### src/rtl/multicycle_controller.sv
// Multicycle RV32I control unit.
//
// Sequences the shared-memory multicycle datapath one state per cycle. The
// instruction in flight is identified by op/funct3; memory accesses stall on
// mem_ready. Unsupported opcodes and branch funct3 values park the controller
// in a trap state until reset.
//
// Ports:
//   clk, reset        clock and synchronous active-high reset
//   op, funct3        opcode and branch condition select from the IR
//   Zero, ALUR31      ALU zero flag and sign bit of the ALU result
//   mem_ready         memory completes the current access this cycle
//   mem_req           memory access requested
//   AdrSrc .. RegWrite    single-bit datapath enables/selects
//   ResultSrc .. ImmSrc   two-bit datapath selects
//   illegal_instr     sticky trap flag
//   state             current state encoding (debug)
module multicycle_controller (
  input  logic       clk,
  input  logic       reset,
  input  logic [6:0] op,
  input  logic [2:0] funct3,
  input  logic       Zero,
  input  logic       ALUR31,
  input  logic       mem_ready,
  output logic       mem_req,
  output logic       AdrSrc,
  output logic       IRWrite,
  output logic       PCWrite,
  output logic       MemWrite,
  output logic       RegWrite,
  output logic [1:0] ResultSrc,
  output logic [1:0] ALUSrcA,
  output logic [1:0] ALUSrcB,
  output logic [1:0] ALUOp,
  output logic [1:0] ImmSrc,
  output logic       illegal_instr,
  output logic [3:0] state
);

  localparam logic [6:0] OpLoad   = 7'b0000011;
  localparam logic [6:0] OpStore  = 7'b0100011;
  localparam logic [6:0] OpRType  = 7'b0110011;
  localparam logic [6:0] OpIType  = 7'b0010011;
  localparam logic [6:0] OpBranch = 7'b1100011;
  localparam logic [6:0] OpJal    = 7'b1101111;
  localparam logic [6:0] OpJalr   = 7'b1100111;
  localparam logic [6:0] OpLui    = 7'b0110111;
  localparam logic [6:0] OpAuipc  = 7'b0010111;

  typedef enum logic [3:0] {
    StFetch    = 4'd0,
    StDecode   = 4'd1,
    StMemAdr   = 4'd2,
    StMemRead  = 4'd3,
    StMemWb    = 4'd4,
    StMemWrite = 4'd5,
    StExecR    = 4'd6,
    StExecI    = 4'd7,
    StAluWb    = 4'd8,
    StBranch   = 4'd9,
    StJal      = 4'd10,
    StJalr     = 4'd11,
    StJalrLink = 4'd12,
    StUpper    = 4'd13,
    StTrap     = 4'd14
  } state_e;

  state_e state_q, state_d;
  logic   illegal_q, illegal_d;
  logic   take_branch;

  // State register
  always_ff @(posedge clk) begin
    if (reset) begin
      state_q   <= StFetch;
      illegal_q <= 1'b0;
    end else begin
      state_q   <= state_d;
      illegal_q <= illegal_d;
    end
  end

  // funct3 010/011 never reach here; they trap in decode.
  always_comb begin
    take_branch = 1'b0;
    unique case (funct3)
      3'b000:          take_branch = Zero;
      3'b001:          take_branch = ~Zero;
      3'b100, 3'b110:  take_branch = ALUR31;
      3'b101, 3'b111:  take_branch = ~ALUR31;
      default:         take_branch = 1'b0;
    endcase
  end

  // Next-state logic
  always_comb begin
    state_d = state_q;
    unique case (state_q)
      StFetch:    if (mem_ready) state_d = StDecode;
      StDecode: begin
        case (op)
          OpLoad, OpStore: state_d = StMemAdr;
          OpRType:         state_d = StExecR;
          OpIType:         state_d = StExecI;
          OpBranch:        state_d = (funct3[2:1] == 2'b01) ? StTrap : StBranch;
          OpJal:           state_d = StJal;
          OpJalr:          state_d = StJalr;
          OpLui, OpAuipc:  state_d = StUpper;
          default:         state_d = StTrap;
        endcase
      end
      StMemAdr:   state_d = (op == OpLoad) ? StMemRead : StMemWrite;
      StMemRead:  if (mem_ready) state_d = StMemWb;
      StMemWb:    state_d = StFetch;
      StMemWrite: if (mem_ready) state_d = StFetch;
      StExecR:    state_d = StAluWb;
      StExecI:    state_d = StAluWb;
      StAluWb:    state_d = StFetch;
      StBranch:   state_d = StFetch;
      StJal:      state_d = StAluWb;
      StJalr:     state_d = StJalrLink;
      StJalrLink: state_d = StAluWb;
      StUpper:    state_d = StFetch;
      StTrap:     state_d = StTrap;
      default:    state_d = StTrap;
    endcase
  end

  // Flag rises together with the entry into the trap state.
  always_comb begin
    illegal_d = illegal_q | (state_d == StTrap);
  end

  // Output logic
  always_comb begin
    mem_req   = 1'b0;
    AdrSrc    = 1'b0;
    IRWrite   = 1'b0;
    PCWrite   = 1'b0;
    MemWrite  = 1'b0;
    RegWrite  = 1'b0;
    ResultSrc = 2'b00;
    ALUSrcA   = 2'b00;
    ALUSrcB   = 2'b00;
    ALUOp     = 2'b00;
    unique case (state_q)
      StFetch: begin
        mem_req   = 1'b1;
        IRWrite   = mem_ready;
        PCWrite   = mem_ready;
        ALUSrcB   = 2'b10;
        ResultSrc = 2'b10;
      end
      StDecode: begin
        // Precompute branch/jal target into ALUOut.
        ALUSrcA = 2'b01;
        ALUSrcB = 2'b01;
      end
      StMemAdr: begin
        ALUSrcA = 2'b10;
        ALUSrcB = 2'b01;
      end
      StMemRead: begin
        mem_req = 1'b1;
        AdrSrc  = 1'b1;
      end
      StMemWb: begin
        ResultSrc = 2'b01;
        RegWrite  = 1'b1;
      end
      StMemWrite: begin
        mem_req  = 1'b1;
        AdrSrc   = 1'b1;
        MemWrite = 1'b1;
      end
      StExecR: begin
        ALUSrcA = 2'b10;
        ALUOp   = 2'b10;
      end
      StExecI: begin
        ALUSrcA = 2'b10;
        ALUSrcB = 2'b01;
        ALUOp   = 2'b10;
      end
      StAluWb: RegWrite = 1'b1;
      StBranch: begin
        ALUSrcA = 2'b10;
        ALUOp   = 2'b01;
        PCWrite = take_branch;
      end
      StJal: begin
        ALUSrcA = 2'b01;
        ALUSrcB = 2'b10;
        PCWrite = 1'b1;
      end
      StJalr: begin
        ALUSrcA   = 2'b10;
        ALUSrcB   = 2'b01;
        ResultSrc = 2'b10;
        PCWrite   = 1'b1;
      end
      StJalrLink: begin
        ALUSrcA = 2'b01;
        ALUSrcB = 2'b10;
      end
      StUpper: begin
        ResultSrc = 2'b11;
        RegWrite  = 1'b1;
      end
      default: ;
    endcase
  end

  // Immediate format follows the opcode in every state.
  always_comb begin
    ImmSrc = 2'b00;
    case (op)
      OpStore:  ImmSrc = 2'b01;
      OpBranch: ImmSrc = 2'b10;
      OpJal:    ImmSrc = 2'b11;
      default:  ImmSrc = 2'b00;
    endcase
  end

  assign illegal_instr = illegal_q;
  assign state         = state_q;

endmodule

### config.mk
export PLATFORM = sky130hd
export DESIGN_NAME = multicycle_controller
export DESIGN_NICKNAME = d
export VERILOG_FILES = /design/src/rtl/multicycle_controller.sv
export SDC_FILE = /design/constraint.sdc
export NUM_CORES = 1
export LEC_CHECK = 0
export CAP_MARGIN = 20
export CELL_PAD_IN_SITES_DETAIL_PLACEMENT = 1
export CELL_PAD_IN_SITES_GLOBAL_PLACEMENT = 1
export CORE_UTILIZATION = 29
export DETAILED_ROUTE_END_ITERATION = 10
export GPL_ROUTABILITY_DRIVEN = 1
export PLACE_DENSITY_LB_ADDON = 0.12
export REMOVE_ABC_BUFFERS = 1
export SLEW_MARGIN = 20
export SYNTH_ARGS = -nofsm -noshare
export SYNTH_HDL_FRONTEND = slang
export SYNTH_SLANG_ARGS = --single-unit
### constraint.sdc
create_clock -name clk -period 1.7 [get_ports clk]
set_input_delay 0.34 -clock clk [delete_from_list [all_inputs] [get_ports clk]]
set_output_delay 0.34 -clock clk [all_outputs]
set_load 0.1 [all_outputs]
# Word level (Yosys, flattened, before mapping)
# Index checks and enable logic that the tools add are counted.
op_classes:
  eq_ne: 29
  mux: 19
  bitwise_logic: 3
  reduce_logical: 18
op_table:
  columns: ["op", "count"]
  rows:
  - ["4-bit case mux with 8 select lines", 1]
  - ["4-bit equality test, second input constant", 7]
  - ["4-bit case mux with 7 select lines", 1]
  - ["7-bit by 6-bit equality test with 1-bit output, second input constant", 3]
  - ["7-bit equality test, second input constant", 3]
  - ["4-bit by 3-bit equality test with 1-bit output, second input constant", 4]
  - ["2-bit OR reduction", 8]
  - ["7-bit by 5-bit equality test with 1-bit output, second input constant", 2]
  - ["3-bit equality test, second input constant", 4]
  - ["4-bit 2-to-1 mux", 3]
  - ["2-bit case mux with 2 select lines", 3]
  - ["2-bit case mux with 3 select lines", 2]
  - ["3-bit OR reduction", 4]
  - ["4-bit OR reduction", 3]
  - ["4-bit by 2-bit equality test with 1-bit output, second input constant", 2]
  - ["7-bit by 2-bit equality test with 1-bit output, second input constant", 1]
  - ["3-bit 2-to-1 mux", 2]
  - ["1-bit 2-to-1 mux", 5]
  - ["5-bit OR reduction", 1]
  - ["4-bit by 1-bit equality test with 1-bit output, second input constant", 1]
  - ["4-bit logical NOT", 1]
  - ["1-bit case mux with 4 select lines", 1]
  - ["3-bit by 1-bit equality test with 1-bit output, second input constant", 1]
  - ["3-bit logical NOT", 1]
  - ["other kinds (4)", 5]
totals:
  ff_bits: 5
  out_inout_bits: 21

# Depth between registers and ports, before layout
logic_depth:
  word_depth: 6
  ltp_mapped: 7

# Worst setup path after synthesis
# OpenSTA, ideal clock, no wires.
synth_timing:
  kind: "reg2out"
  from: "register state_q[1] (netlist: state[1])"
  to: "output port ALUSrcB[0]"
  arrival_ns: 4.656
  setup_slack_ns: -3.296
  stages_incl_launch_ff: 5
  n_path_buf: 2
  cell_sequence: "dfxtp_1 -> buf_4 -> buf_4 -> nor3b_1 -> a21o_1"
synth_between:
  elab_chain_len: 3
synth_rtl:
  columns: ["item", "line_no", "rtl"]
  rows:
  - ["start: declaration", "69", "state_e state_q, state_d;"]
  - ["start signal: assignment", "76", "state_q <= StFetch;"]
  - ["start signal: assignment", "79", "state_q <= state_d;"]
  - ["4-bit by 3-bit equality test with 1-bit output, or another cell as far along", "147", "unique case (state_q)"]
  - ["4-bit OR reduction (no source line) / 3-bit OR reduction (equally long branches)", null, null]
  - ["2-bit case mux with 2 select lines (*)", "147", null]
  - ["end: declaration", "34", "output logic [1:0] ALUSrcB,"]
# Every way passes the cells marked *; elsewhere a longest branch is shown, timed or not.

# Worst setup path in the final report
layout_timing:
  from: "register state_q[1] (netlist: state[1])"
  to: "output port ALUSrcB[1]"
# The elaborated chain is that of the path after synthesis.

==> impl_results.rst <==
.. list-table::
   :header-rows: 1

   * - Metric
     - Value
   * - Clock sinks
     - 5
   * - Bufs and invs on worst path
     - 2
   * - Number of routed nets with antenna violations
     - 0
   * - Pins over their slew limit
     - 0
   * - Number of global-route vias before repair
     - 1272
   * - Residual overflow from global routing
     - 0
   * - Vias per inst
     - 5.80
   * - Type of origin of the critical path
     - flip-flop
   * - Hold_buf cts
     - 0
   * - Worst setup slack after placement
     - -486 ps
   * - Detailed placer's ending HPWL
     - 2350 um
   * - Remaining design rule violation count
     - 0
   * - Dpl cells
     - 206
   * - Violated checks
     - setup timing
   * - Average instance area after synthesis
     - 7.12 um^2
   * - Synth cell types
     - 45
   * - Final Skew
     - 8.42 ps
   * - Buffer depth of the longest clock path
     - 2
   * - Layout overhead on the synthesized area
     - 128%
   * - Worst-Margin Slew
     - 531 ps
   * - Max Clk Rate
     - 0.518 GHz
   * - TritonCTS Buffers
     - 3
   * - DIE AREA
     - 0.00317 mm^2
   * - Cell with the biggest individual delay on the critical path
     - sky130_fd_sc_hd__dfxtp_4
   * - Number of max-cap violations
     - 0
   * - Die Height
     - 56.3 um
   * - Final worst setup slack
     - -230 ps
   * - Cell with the most instances after synthesis
     - sky130_fd_sc_hd__nor2_1
   * - First-iteration detailed-routing DRC count
     - 56
   * - Final routed wirelength across all metal layers
     - 4780 um
   * - I/O pin total
     - 36
   * - Ys Warns
     - 0
   * - Required arrival time at the worst endpoint
     - 1360 ps
   * - Rel. slew slack
     - 64.1%
   * - Total power after layout
     - 0.00165 W
   * - Unrepaired setup endpoints after global routing
     - true
   * - Worst-path fanout max
     - 7
   * - H-tree Lvls
     - 1
   * - Critical Path Max Stage Delay
     - 370 ps
   * - Clock insertion delay at the later pin of the skew report
     - 260 ps
   * - Iteration count of the initial detailed-routing pass
     - 6
   * - Number of hold violations in the final report
     - 0
   * - Outcome
     - finished with violations
   * - WS Path Type
     - reg2out
   * - Netlist Area Pre-Place
     - 855 um^2
   * - Yosys top cell area share
     - 11.7%
   * - Post-route minimum period
     - 1930 ps
   * - Top cells by area, synth
     - sky130_fd_sc_hd__dfxtp_1 (12%), sky130_fd_sc_hd__nor2b_1 (5.9%), sky130_fd_sc_hd__nor2_1 (5.7%)
   * - Total via count after detailed routing
     - 1282
   * - Global Route Usage Sum
     - 23.3%
   * - Clock-pin slew of the registers on the worst-case setup and hold paths
     - 60 ps
   * - Worst hold path type
     - reg2reg
   * - Beginning of the worst hold path
     - illegal_instr$_SDFF_PP0_
   * - Initial antenna violation count
     - 0
   * - Ratio of final minimum period to clock period
     - 114%
   * - Area leader, netlist
     - sky130_fd_sc_hd__dfxtp_1
   * - First element of the critical path
     - state[1]$_SDFF_PP0_
   * - Top FF cell, synth
     - sky130_fd_sc_hd__dfxtp_1
   * - Count of inserted antenna diode cells
     - 0
   * - CTS tree
     - built
   * - CP delay by family, top
     - simple AND/OR/NAND/NOR gates
   * - Routability Congestion
     - 0.827
   * - Effective utilization at floorplan
     - 30.7%
   * - Pin count of the biggest net entering global routing
     - 9
   * - Number of core rows
     - 19
   * - CP arrival
     - 1590 ps
   * - Worst reg2reg startpoint
     - state[1]$_SDFF_PP0_
   * - Share of async-settable or async-resettable flops after synthesis
     - 0%
   * - VDD IR-drop max
     - 1.01 mV
   * - Width of the die
     - 56.3 um
   * - Ranking of synthesized cells by instance count
     - sky130_fd_sc_hd__nor2_1 (13), sky130_fd_sc_hd__nand2_1 (9), sky130_fd_sc_hd__nor2b_1 (8), sky130_fd_sc_hd__a21oi_1 (7), sky130_fd_sc_hd__nor3_1 (7)
   * - Number of enable-type register cells in the synthesized netlist
     - 0
   * - Number of nets at the end of the flow
     - 206
   * - Number of setup violations in the final report
     - 16
   * - List of cells traversed by the critical path
     - buf_6 > nor2b_4 > nor3_2 > a21oi_2 > nor2_2 > buf_12
   * - Utilization after layout
     - 70.1%
   * - Routed WL per cell
     - 21.6 um
   * - Number of standard cells after synthesis
     - 120
   * - Core region area
     - 0.00278 mm^2
   * - Share of final-layout standard cells stronger than drive strength 1
     - 58.4%
   * - Global-route wire length before repair
     - 5900 um
   * - Proportion of synthesized chip area in sequential cells
     - 11.7%
   * - Element type at the critical path end
     - output pin
   * - Filler-free cell count of the finished design
     - 221
   * - Synthesized flop and latch total
     - 5
   * - Count of buffers from port buffering
     - 35
   * - Power density relative to cell area
     - 846 mW/mm^2
   * - Root Buffer
     - sky130_fd_sc_hd__clkbuf_4
   * - Leakage
     - 0.846 nW
-- per-layer routing --
metal	vias up	global-route usage [%]	wire, um
met4	0	10.5	147
met3	14	4.38	168
met2	59	46.8	2610
li1	579	-	-
met1	630	22.6	1860
met5	-	0	0
-- per-stage QoR --
stage	hold WS [ps]	TNS (ps)	instance area, um^2
after CTS	565	-1070	1790
after global placement	551	-2030	1630
after floorplan	412	-34120	782
after detailed placement	540	-2590	1630
final	590	-2210	1950
after global routing	591	-3020	1950
-- repair_timing --
item	in CTS	in global routing
setup endpoints to repair	19	18
pin swaps	11	13
resized for setup	56	27
buffers inserted	6	5
-- cell type report --
type,count,area (um^2)
Sequential cell,5,115
Multi-Input combinational cell,101,857
Tap cell,31,38.8
Fill cell,297,831
Timing Repair Buffer,77,902
Inverter,3,11.3
Clock buffer,4,26.3
-- cells by family (layout without fill, tap and decap cells) --
logic type      count (synthesis)  in the layout  synth area share [%]
xor+xnor                        5              5                  5.13
flops                           5              5                  11.7
compound gates                 35             35                  30.3
mux                             1              1                  1.32
buf+inv                        14             84                  9.81
simple gates                   60             60                  41.7
-- report_power, final --
part	total [W]	internal [W]	switching (W)
Sequential	0.000159	0.000130	0.0000287
Clock	0.000157	0.0000900	0.0000670
Combinational	0.00133	0.000532	0.000802
-- path summary, 6_finish.rpt --
path / endpoint / slack (ps) / depth (start not counted)
setup / recovery: ALUSrcB[1] / -230 / 6
setup reg to reg: state[2]$_SDFF_PP0_ / -30 / 8
hold / removal: illegal_instr$_SDFF_PP0_ / 590 / 1
hold reg to reg: illegal_instr$_SDFF_PP0_ / 590 / 1
-- sequential cells by signal, summed over array words and instances (netlist names) --
signal / flops
state: 4
illegal_instr: 1
-- layout by cell type (no fill, tap or decap), types with 4 or more instances in the layout --
| cell type | instances |
|---|---|
| sky130_fd_sc_hd__nor2b_4 | 4 |
| sky130_fd_sc_hd__dfxtp_4 | 4 |
| sky130_fd_sc_hd__nor2_1 | 11 |
| sky130_fd_sc_hd__buf_6 | 9 |
| sky130_fd_sc_hd__buf_12 | 21 |
| sky130_fd_sc_hd__nand2_1 | 8 |
| sky130_fd_sc_hd__dlygate4sd2_1 | 10 |
| sky130_fd_sc_hd__buf_4 | 33 |
| sky130_fd_sc_hd__nor3_1 | 5 |
| sky130_fd_sc_hd__nand2b_1 | 4 |
| sky130_fd_sc_hd__a21oi_1 | 4 |
No activity file was read; power rests on OpenSTA's default activity.
